==> config.mk <==
export PLATFORM = sky130hd
export DESIGN_NAME = adxl362_spi_reader
export DESIGN_NICKNAME = d
export VERILOG_FILES = /design/src/rtl/adxl362_pkg.sv /design/src/rtl/adxl362_spi_reader_shifter.sv /design/src/rtl/adxl362_spi_reader.sv
export SDC_FILE = /design/constraint.sdc
export NUM_CORES = 1
export LEC_CHECK = 0
export ABC_AREA = 1
export CAP_MARGIN = 20
export CORE_MARGIN = 2
export CORE_UTILIZATION = 57
export CTS_CLUSTER_DIAMETER = 120
export DETAILED_ROUTE_END_ITERATION = 7
export HOLD_SLACK_MARGIN = 0.02
export PLACE_DENSITY = 0.79
export SLEW_MARGIN = 20
export SYNTH_ARGS = -nofsm -noshare
export SYNTH_HDL_FRONTEND = slang
export SYNTH_SLANG_ARGS = --single-unit
==> constraint.sdc <==
create_clock -name CLK100MHZ -period 2 [get_ports CLK100MHZ]
set_input_delay 0.4 -clock CLK100MHZ [delete_from_list [all_inputs] [get_ports CLK100MHZ]]
set_output_delay 0.4 -clock CLK100MHZ [all_outputs]
set_load 0.1 [all_outputs]
==> src/rtl/adxl362_pkg.sv <==
// Shared constants, state encodings and frame-content helper for the ADXL362 SPI reader.
package adxl362_pkg;

    localparam logic [7:0] CMD_WRITE     = 8'h0A;
    localparam logic [7:0] CMD_READ      = 8'h0B;
    localparam logic [7:0] REG_POWER_CTL = 8'h2D;
    localparam logic [7:0] REG_XDATA_L   = 8'h0E;

    localparam int INIT_BYTES = 3;
    localparam int READ_BYTES = 8;

    typedef enum logic [2:0] {
        POWERUP   = 3'd0,
        INIT_XFER = 3'd1,
        GAP       = 3'd2,
        READ_XFER = 3'd3,
        PUBLISH   = 3'd4
    } state_t;

    typedef enum logic [1:0] {
        PH_SETUP = 2'd0,
        PH_SHIFT = 2'd1,
        PH_HOLD  = 2'd2
    } phase_t;

    // TX byte at position idx of the init-write or burst-read frame.
    function automatic logic [7:0] frame_byte(input logic is_init, input logic [2:0] idx,
                                              input logic [7:0] init_val);
        logic [7:0] b;
        b = 8'h00;
        if (is_init) begin
            case (idx)
                3'd0:    b = CMD_WRITE;
                3'd1:    b = REG_POWER_CTL;
                3'd2:    b = init_val;
                default: b = 8'h00;
            endcase
        end else begin
            case (idx)
                3'd0:    b = CMD_READ;
                3'd1:    b = REG_XDATA_L;
                default: b = 8'h00;
            endcase
        end
        return b;
    endfunction

endpackage

==> src/rtl/adxl362_spi_reader_shifter.sv <==
// Mode-0 single-byte SPI engine: one sclk edge per enabled tick, MSB first.
module spi_byte_shifter (
    input  logic       CLK100MHZ,
    input  logic       reset,
    input  logic       tick,
    input  logic       load,
    input  logic [7:0] tx_byte,
    input  logic       miso,
    output logic [7:0] rx_byte,
    output logic       byte_done,
    output logic       sclk,
    output logic       mosi
);

    logic [7:0] tx_sr_r;
    logic [7:0] rx_sr_r;
    logic [2:0] bit_cnt_r;
    logic       active_r;

    // Strobe on the tick that performs the eighth falling edge.
    assign byte_done = tick && active_r && sclk && (bit_cnt_r == 3'd7);
    assign rx_byte   = rx_sr_r;

    // Load presets bit 7 on mosi; rise ticks sample miso, fall ticks advance mosi.
    always_ff @(posedge CLK100MHZ) begin
        if (reset) begin
            tx_sr_r   <= 8'h00;
            rx_sr_r   <= 8'h00;
            bit_cnt_r <= 3'd0;
            active_r  <= 1'b0;
            sclk      <= 1'b0;
            mosi      <= 1'b0;
        end else if (load) begin
            tx_sr_r   <= tx_byte;
            bit_cnt_r <= 3'd0;
            active_r  <= 1'b1;
            sclk      <= 1'b0;
            mosi      <= tx_byte[7];
        end else if (tick && active_r) begin
            if (!sclk) begin
                sclk    <= 1'b1;
                rx_sr_r <= {rx_sr_r[6:0], miso};
            end else begin
                sclk <= 1'b0;
                if (bit_cnt_r == 3'd7) begin
                    active_r <= 1'b0;
                    mosi     <= 1'b0;
                end else begin
                    bit_cnt_r <= bit_cnt_r + 3'd1;
                    tx_sr_r   <= {tx_sr_r[6:0], 1'b0};
                    mosi      <= tx_sr_r[6];
                end
            end
        end
    end

endmodule

==> src/rtl/adxl362_spi_reader.sv <==
// ADXL362 front end: enables measurement mode once, then periodically burst-reads X/Y/Z
// over SPI mode 0, paced entirely by a half-SCLK tick strobe.
module adxl362_spi_reader
    import adxl362_pkg::*;
#(
    parameter int         GAP_TICKS      = 1000,
    parameter int         CS_SETUP_TICKS = 2,
    parameter logic [7:0] INIT_VAL       = 8'h02
) (
    input  logic               CLK100MHZ,
    input  logic               reset,
    input  logic               tick,
    input  logic               miso,
    output logic               sclk,
    output logic               mosi,
    output logic               cs_n,
    output logic signed [11:0] acc_x,
    output logic signed [11:0] acc_y,
    output logic signed [11:0] acc_z,
    output logic               data_valid,
    output logic               init_done
);

    localparam int               CNT_W      = $clog2(GAP_TICKS + 1);
    localparam logic [CNT_W-1:0] GAP_LAST   = CNT_W'(GAP_TICKS - 1);
    localparam logic [CNT_W-1:0] SETUP_LAST = CNT_W'(CS_SETUP_TICKS - 1);
    localparam logic [2:0]       INIT_LAST  = 3'(INIT_BYTES - 1);
    localparam logic [2:0]       READ_LAST  = 3'(READ_BYTES - 1);

    state_t           state_r;
    phase_t           phase_r;
    logic [CNT_W-1:0] cnt_r;
    logic [2:0]       byte_idx_r;
    logic [47:0]      rx_data_r;

    logic       in_xfer_s;
    logic       shift_tick_s;
    logic       load_s;
    logic [7:0] tx_byte_s;
    logic [2:0] last_idx_s;
    logic [7:0] rx_byte_s;
    logic       byte_done_s;

    assign in_xfer_s    = (state_r == INIT_XFER) || (state_r == READ_XFER);
    // The first rise lands on the last setup tick, so the shifter is enabled one tick early.
    assign shift_tick_s = tick && in_xfer_s &&
                          ((phase_r == PH_SHIFT) || ((phase_r == PH_SETUP) && (cnt_r == SETUP_LAST)));
    assign last_idx_s   = (state_r == INIT_XFER) ? INIT_LAST : READ_LAST;

    // Byte loads: first byte on frame entry, next byte on the previous byte's last fall.
    always_comb begin
        load_s    = 1'b0;
        tx_byte_s = 8'h00;
        case (state_r)
            POWERUP, GAP: begin
                if (tick && (cnt_r == GAP_LAST)) begin
                    load_s    = 1'b1;
                    tx_byte_s = frame_byte(state_r == POWERUP, 3'd0, INIT_VAL);
                end else begin
                    load_s = 1'b0;
                end
            end
            INIT_XFER, READ_XFER: begin
                if (byte_done_s && (byte_idx_r != last_idx_s)) begin
                    load_s    = 1'b1;
                    tx_byte_s = frame_byte(state_r == INIT_XFER, byte_idx_r + 3'd1, INIT_VAL);
                end else begin
                    load_s = 1'b0;
                end
            end
            default: load_s = 1'b0;
        endcase
    end

    spi_byte_shifter u_shifter (
        .CLK100MHZ (CLK100MHZ),
        .reset     (reset),
        .tick      (shift_tick_s),
        .load      (load_s),
        .tx_byte   (tx_byte_s),
        .miso      (miso),
        .rx_byte   (rx_byte_s),
        .byte_done (byte_done_s),
        .sclk      (sclk),
        .mosi      (mosi)
    );

    // Frame sequencing, chip select, sample capture and publication.
    always_ff @(posedge CLK100MHZ) begin
        if (reset) begin
            state_r    <= POWERUP;
            phase_r    <= PH_SETUP;
            cnt_r      <= '0;
            byte_idx_r <= 3'd0;
            rx_data_r  <= 48'h0;
            cs_n       <= 1'b1;
            acc_x      <= 12'sd0;
            acc_y      <= 12'sd0;
            acc_z      <= 12'sd0;
            data_valid <= 1'b0;
            init_done  <= 1'b0;
        end else begin
            data_valid <= 1'b0;
            case (state_r)
                POWERUP, GAP: begin
                    if (tick) begin
                        if (cnt_r == GAP_LAST) begin
                            state_r    <= (state_r == POWERUP) ? INIT_XFER : READ_XFER;
                            phase_r    <= PH_SETUP;
                            cnt_r      <= '0;
                            byte_idx_r <= 3'd0;
                            cs_n       <= 1'b0;
                        end else begin
                            cnt_r <= cnt_r + 1'b1;
                        end
                    end
                end
                INIT_XFER, READ_XFER: begin
                    if (tick) begin
                        case (phase_r)
                            PH_SETUP: begin
                                if (cnt_r == SETUP_LAST) begin
                                    phase_r <= PH_SHIFT;
                                    cnt_r   <= '0;
                                end else begin
                                    cnt_r <= cnt_r + 1'b1;
                                end
                            end
                            PH_SHIFT: begin
                                if (byte_done_s) begin
                                    // Bytes 0 and 1 fall out of the top of the 48-bit window.
                                    if (state_r == READ_XFER) begin
                                        rx_data_r <= {rx_data_r[39:0], rx_byte_s};
                                    end
                                    if (byte_idx_r == last_idx_s) begin
                                        phase_r <= PH_HOLD;
                                        cnt_r   <= '0;
                                    end else begin
                                        byte_idx_r <= byte_idx_r + 3'd1;
                                    end
                                end
                            end
                            PH_HOLD: begin
                                if (cnt_r == SETUP_LAST) begin
                                    cs_n  <= 1'b1;
                                    cnt_r <= '0;
                                    if (state_r == INIT_XFER) begin
                                        init_done <= 1'b1;
                                        state_r   <= GAP;
                                    end else begin
                                        state_r <= PUBLISH;
                                    end
                                end else begin
                                    cnt_r <= cnt_r + 1'b1;
                                end
                            end
                            default: phase_r <= PH_SETUP;
                        endcase
                    end
                end
                PUBLISH: begin
                    acc_x      <= $signed({rx_data_r[35:32], rx_data_r[47:40]});
                    acc_y      <= $signed({rx_data_r[19:16], rx_data_r[31:24]});
                    acc_z      <= $signed({rx_data_r[3:0],   rx_data_r[15:8]});
                    data_valid <= 1'b1;
                    state_r    <= GAP;
                    // A tick landing in this cycle already counts toward the gap.
                    cnt_r      <= {{(CNT_W-1){1'b0}}, tick};
                end
                default: state_r <= POWERUP;
            endcase
        end
    end

endmodule

==> flow_summary.json, run 1 <==
{
  "status": "finished clean",
  "cp_slowest_stage_delay_ns": 0.34,
  "finalNonFillerCells": 912,
  "critPathKind": "flop to flop",
  "end_kind": "flop",
  "synth_edf_count": 0,
  "drc": 0,
  "power_frac_seq": 0.430,
  "hp-class": "flop to flop",
  "rows": 35,
  "cts_num_sinks": 126,
  "core-area_um2": 9110,
  "timing.hold.ws_ns": 0.461,
  "ys_top_cells_by_area": "dfxtp_1 (48%), nor2_1 (14%), nand2_1 (5.8%), o21ai_0 (4.7%), o21ai_1 (4.6%)",
  "crit_fanout": 15,
  "rr_startpoint": "cnt_r[1]$_SDFFE_PP0P_",
  "switching_share": 0.230,
  "drt.antenna.violating_nets": 0,
  "path_cells": "inv_2 -> ha_2 -> nand2_2 -> o21bai_4 -> nand4_4 -> nor3_4 -> inv_4 -> clkbuf_16 -> nor2_1 -> nor2_1",
  "htree_levels": 4,
  "io_pins": 45,
  "synth.cell_area_um2": 5270,
  "grt_overflow_total": 0,
  "synth_ff_type": "dfxtp_1",
  "critical_path_arrival_ns": 2.33,
  "cts_made_buffers": 17,
  "hp-start": "u_shifter.tx_sr_r[6]$_SDFFE_PP0P_",
  "required_ns": 2.40,
  "power_leakage_nw": 3.19,
  "synthToLayoutAreaGrowth_pct": 27.0,
  "drv_cap": 0,
  "clockBufferDepth": 2,
  "die_area_um2": 10000,
  "die_h_um": 100,
  "fmax_mhz": 518,
  "powerDensity_nw_per_um2": 875,
  "synth_cell_types": 43,
  "hold_depth": 2,
  "syn_area_per_cell_um2": 7.38,
  "ys_warn_count": 0,
  "p_switching_mw": 1.35,
  "diodes": 0,
  "chipWidth_um": 100,
  "start_util": 0.579,
  "ctsHoldBuffers": 0,
  "grt_antenna_before_repair": 0,
  "yosysSeqAreaShare": 0.478,
  "dp.cells": 872,
  "wirelength_um": 13300,
  "period_minus_slack_ns": 1.93,
  "clkSlewWorstSetupHoldPaths_ns": 0.07,
  "cts_root_buffer": "clkbuf_8",
  "synthTopCellsByCount": "nor2_1 (201), dfxtp_1 (126), nand2_1 (82)",
  "totalNegativeSetupSlack_ns": 0,
  "yosysMostFrequentCell": "nor2_1",
  "drive_above_1_share": 0.196,
  "comb_power_share": 0.023,
  "dr.first_iter.drc_count": 271,
  "whs_endpoint": "u_shifter.mosi$_SDFFE_PP0P_",
  "r2r_cells": 10,
  "cpMostUsedCell": "nor2_1",
  "port_buffers": 44,
  "grt_pass1_vias": 4638,
  "cpMaxStageDelayCell": "dfxtp_2",
  "grt_pass1_wl_um": 21200,
  "worst_pin_slew_ns": 0.380,
  "ys_ff_latch": 126,
  "hold_violations": 0,
  "start_kind": "flop",
  "tritoncts": "yes",
  "gp_congestion": 0.874,
  "yosys.area.top_type": "dfxtp_1",
  "clk_latency_ns": 0.52,
  "wl_per_cell_um": 14.6,
  "grtUsageTotal": 0.264,
  "setup_viol": 0,
  "reg2reg_slack_ns": 0.07,
  "layout.nets": 800,
  "grt_max_degree": 66,
  "fin_crit_sh": 0.965,
  "synth_top_area_share": 0.478,
  "clockPowerShare": 0.547,
  "relSlewSlack": 0.746,
  "intPower_mw": 4.51,
  "vias": 4950,
  "syn_inst": 715,
  "hpwl_um": 8230,
  "firstDrtPassIters": 5,
  "async_flop_share": 0,
  "r2r-end": "rx_data_r[14]$_SDFFE_PP0P_",
  "finClkSkew_ns": 0.00735,
  "vias_per_cell": 5.43,
  "mappedNetlistNets": 727,
  "ir_worst_vdd_mv": 0.721,
  "maxSlewViolCount": 0
}
==> through the flow <==
| step | util | area [um^2] | setup WS [ns] | power, mW |
|---|---|---|---|---|
| 6_report | 0.736 | 6700 | 0.0703 | 5.86 |
| 5_1_grt | 0.736 | 6700 | -0.0356 | 6.02 |
| 4_1_cts | 0.722 | 6580 | -0.00328 | 5.87 |
| 3_5_place_dp | 0.650 | 5920 | -0.247 | 2.70 |
| 3_3_place_gp | 0.650 | 5920 | -0.170 | 2.70 |
| 2_1_floorplan | - | 5280 | 0.279 | 2.66 |
==> layout make-up <==
cell class	count	area (um^2)
fillers	657	2410
clock buffers	17	414
clock inverters	15	200
multi-input cells	513	2480
repair buffers	87	769
inverters	43	166
well taps	111	139
flip-flops and latches	126	2530
==> worst max-delay path, delay by kind of cell, from the launching register on <==
family	cells	cell delay (ns)
flops	1	0.34
simple gates	5	0.71
buf+inv	3	0.38
fa+ha+maj	1	0.16
compound gates	1	0.21
==> state kept, by name, indices dropped and copies added, names as in the netlist <==
name / cells
rx_data_r: 48
acc_x: 12
acc_y: 12
acc_z: 12
cnt_r: 10
u_shifter.rx_byte: 8
u_shifter.tx_sr_r: 7
byte_idx_r: 3
state_r: 3
u_shifter.bit_cnt_r: 3
phase_r: 2
cs_n: 1
data_valid: 1
init_done: 1
u_shifter.active_r: 1
u_shifter.mosi: 1
u_shifter.sclk: 1
==> cell usage in the layout, fill, tap and decap left out, types with 3 or more instances in the layout <==
master           count
or2_2                3
nand2_1             81
bufinv_16            3
nor2_1             196
nand4_1              5
xor2_1               4
a21oi_1             37
dfxtp_1            123
buf_6                3
buf_12               5
nor2_4               3
nor2_2               7
nand3b_1             3
o21ai_0             50
nand3_1             34
dfxtp_2              3
nand2_2              4
clkbuf_16           18
inv_8                3
buf_4               74
inv_1               33
clkdlybuf4s50_1      3
o21ai_1             48
ha_1                 7
inv_6                5
inv_2                7
nor3_1               6
==> routing by layer <==
layer	global-route usage	vias up	wire length (um)
li1	-	2472	-
met1	0.331	2279	5670
met2	0.433	167	6590
met3	0.0641	32	712
met4	0.115	0	315
met5	0	-	0
==> repair_timing <==
| action | in CTS | in global routing |
|---|---|---|
| setup buffers | 3 | 3 |
| gates cloned | 0 | 2 |
| pin swaps | 2 | 5 |
| gates resized for setup | 4 | 17 |
| endpoints found under the setup margin | 16 | 66 |
==> power groups by stage <==
stage	combinational [mW]	clock [mW]	sequential, mW
2_1_floorplan	0.0767	0	2.58
3_3_place_gp	0.119	0	2.58
3_5_place_dp	0.120	0	2.58
4_1_cts	0.125	3.22	2.52
5_1_grt	0.145	3.35	2.52
6_report	0.132	3.21	2.52
==> worst max path at each step <==
stage	from	end	slack (ns)
floorplan	cnt_r[0]$_SDFFE_PP0P_	rx_data_r[16]$_SDFFE_PP0P_	0.28
global placement	tick	rx_data_r[31]$_SDFFE_PP0P_	-0.17
detailed placement	tick	rx_data_r[35]$_SDFFE_PP0P_	-0.25
CTS	cnt_r[1]$_SDFFE_PP0P_	rx_data_r[1]$_SDFFE_PP0P_	-0.003
global route	cnt_r[1]$_SDFFE_PP0P_	rx_data_r[14]$_SDFFE_PP0P_	-0.04
finish	cnt_r[1]$_SDFFE_PP0P_	rx_data_r[14]$_SDFFE_PP0P_	0.07
==> kinds of logic after synthesis <==
logic type,count (synthesis),share of synthesized area
AOI/OAI and AO/OA,149,0.150
xor gates and xnor gates,5,0.00830
adders and majority gates,8,0.0190
buffers and inverters,76,0.0624
DFF,126,0.478
and+or+nand+nor,351,0.282
Power figures use the tool's default switching activity.
==> run 2, diff against run 1 <==
CORE_UTILIZATION = 51   (was 57)
PLACE_DENSITY = 0.72   (was 0.79)
==> run 2 against run 1 <==
Effect of this change: the flow now finishes with violations (DRC); non-clock buffer count decreased by 5; setup slack improved by 0.064 ns; sequential cell count unchanged; wire length decreased by 3.5%; combinational power decreased by 5%; die area increased by 11%; via count decreased by 2.0%; sequential power about the same; largest cell class unchanged; highest routed layer unchanged.
==> flow_summary.json, run 2 (same netlist as run 1, synthesis figures left out) <==
{
  "vias_per_cell": 5.21,
  "fin_crit_sh": 0.933,
  "critPathKind": "flop to flop",
  "grt_pass1_vias": 4753,
  "cts_root_buffer": "clkbuf_8",
  "r2r_cells": 9,
  "rr_startpoint": "cnt_r[3]$_SDFFE_PP0P_",
  "grt_pass1_wl_um": 22000,
  "drv_cap": 0,
  "comb_power_share": 0.022,
  "synthToLayoutAreaGrowth_pct": 24.1,
  "layout_common_cells": "nor2_1 (199), dfxtp_1 (123), nand2_1 (82)",
  "cts_made_buffers": 17,
  "hpwl_um": 8620,
  "cpMostUsedCell": "nor2_1",
  "grt_overflow_total": 0,
  "vias": 4850,
  "crit_start": "cnt_r[3]$_SDFFE_PP0P_",
  "clockPowerShare": 0.533,
  "firstDrtPassIters": 7,
  "max_flop_register": "rx_data_r",
  "io_pins": 45,
  "cts_num_sinks": 126,
  "placed_cell_area_um2": 5910,
  "grt_setup_unrepaired": "false",
  "r2r-end": "rx_data_r[42]$_SDFFE_PP0P_",
  "maxSlewViolCount": 0,
  "die_area_um2": 11200,
  "hp-start": "u_shifter.tx_sr_r[5]$_SDFFE_PP0P_",
  "relSlewSlack": 0.697,
  "required_ns": 2.41,
  "power_frac_seq": 0.445,
  "worst_pin_slew_ns": 0.453,
  "drive_above_1_share": 0.177,
  "power_leakage_nw": 3.12,
  "start_kind": "flop",
  "final_area_um2": 6540,
  "tritoncts": "yes",
  "cpMaxStageDelayCell": "dfxtp_1",
  "setup_viol": 0,
  "period_minus_slack_ns": 1.87,
  "grt_antenna_before_repair": 0,
  "switching_share": 0.214,
  "whs_endpoint": "u_shifter.tx_sr_r[6]$_SDFFE_PP0P_",
  "status": "finished, violations left",
  "fmax_mhz": 536,
  "chipWidth_um": 106,
  "ir_worst_vdd_mv": 0.567,
  "diodes": 0,
  "clkSlewWorstSetupHoldPaths_ns": 0.06,
  "powerDensity_nw_per_um2": 867,
  "critical_path_arrival_ns": 2.27,
  "htree_levels": 4,
  "clk_latency_ns": 0.52,
  "dr.first_iter.drc_count": 312,
  "core-area_um2": 10200,
  "largest_reg_flops": 48,
  "clockBufferDepth": 2,
  "die_h_um": 106,
  "start_util": 0.518,
  "path_cells": "nor2_1 -> nand3_2 -> o21bai_4 -> nand4_4 -> nor3_4 -> inv_2 -> buf_12 -> nor2_1 -> nor2_1",
  "hp-class": "flop to flop",
  "layout.nets": 795,
  "wirelength_um": 12800,
  "drt.antenna.violating_nets": 0,
  "hold_violations": 0,
  "wl_per_cell_um": 13.8,
  "gp_congestion": 0.927,
  "port_buffers": 44,
  "drc": 1,
  "rows": 37,
  "end_kind": "flop",
  "crit_fanout": 28,
  "reg2reg_slack_ns": 0.13,
  "violations": "DRC",
  "hold_depth": 2,
  "intPower_mw": 4.46,
  "grtUsageTotal": 0.245,
  "p_switching_mw": 1.22,
  "p_total_mw": 5.67,
  "cp_slowest_stage_delay_ns": 0.36,
  "grt_max_degree": 61,
  "finClkSkew_ns": 0.0120,
  "mostFrequentLayoutCell": "nor2_1"
}
run 2: changes by cell type in the layout (fill, tap and decap cells not counted), moves of 2 or more:
cell	change
inv_8	-3
buf_6	-2
clkbuf_16	-2
buf_12	-3
buf_4	+2
nor2_2	-3
nor2_1	+3
inv_1	+2
clkinv_4	-2
clkinv_2	+5
run 2: power groups by stage:
stage / Clock, mW / Sequential (mW) / Combinational (mW)
2_1_floorplan: 0 / 2.58 / 0.0767
3_3_place_gp: 0 / 2.58 / 0.116
3_5_place_dp: 0 / 2.58 / 0.118
4_1_cts: 3.06 / 2.53 / 0.121
5_1_grt: 3.18 / 2.53 / 0.140
6_report: 3.02 / 2.53 / 0.125
run 2: worst max path at each step:
stage,end,slack (ns),cells past startpoint
after floorplan,rx_data_r[16]$_SDFFE_PP0P_,0.28,9
after global placement,rx_data_r[16]$_SDFFE_PP0P_,-0.18,9
after detailed placement,rx_data_r[4]$_SDFFE_PP0P_,-0.21,8
after CTS,rx_data_r[42]$_SDFFE_PP0P_,0.02,10
after global routing,cnt_r[7]$_SDFFE_PP0P_,0.002,12
final,rx_data_r[42]$_SDFFE_PP0P_,0.13,9
run 2: cell type report:
type	count	area [um^2]
well taps	136	170
clock inverters	14	165
inverters	43	164
fillers	887	3640
flip-flops and latches	126	2530
multi-input cells	513	2450
repair buffers	82	652
clock buffers	17	414
run 2: worst max-delay path: cells and delay by family (launching register included):
kind | cells | cell delay [ns]
AND/OR/NAND/NOR | 6 | 0.91
flip-flops | 1 | 0.36
buffers and inverters | 2 | 0.26
AO/OA/AOI/OAI | 1 | 0.22
run 2: per-layer routing:
layer	track usage	up-vias	wire [um]
met5	0	-	0
met4	0.0912	0	176
met3	0.0612	20	647
met2	0.418	141	6390
met1	0.298	2228	5610
li1	-	2461	-
run 2: stage by stage:
step           setup TNS [ns]  std cells  setup WS, ns  hold slack, ns  utilization
3_3_place_gp            -7.06        897        -0.176           0.448        0.581
6_report                    0        931         0.134           0.460        0.642
2_1_floorplan               0        715         0.279           0.434            -
5_1_grt                     0        931       0.00170           0.485        0.642
4_1_cts                     0        928        0.0175           0.463        0.638
3_5_place_dp            -9.61        897        -0.214           0.455        0.581
run 2: what timing repair did:
item	4_1_cts	5_1_grt
hold buffers	0	0
hold endpoints to repair	0	0
setup buffers	0	3
endpoints found under the setup margin	3	56
pin swaps	1	2
gates resized for setup	2	5
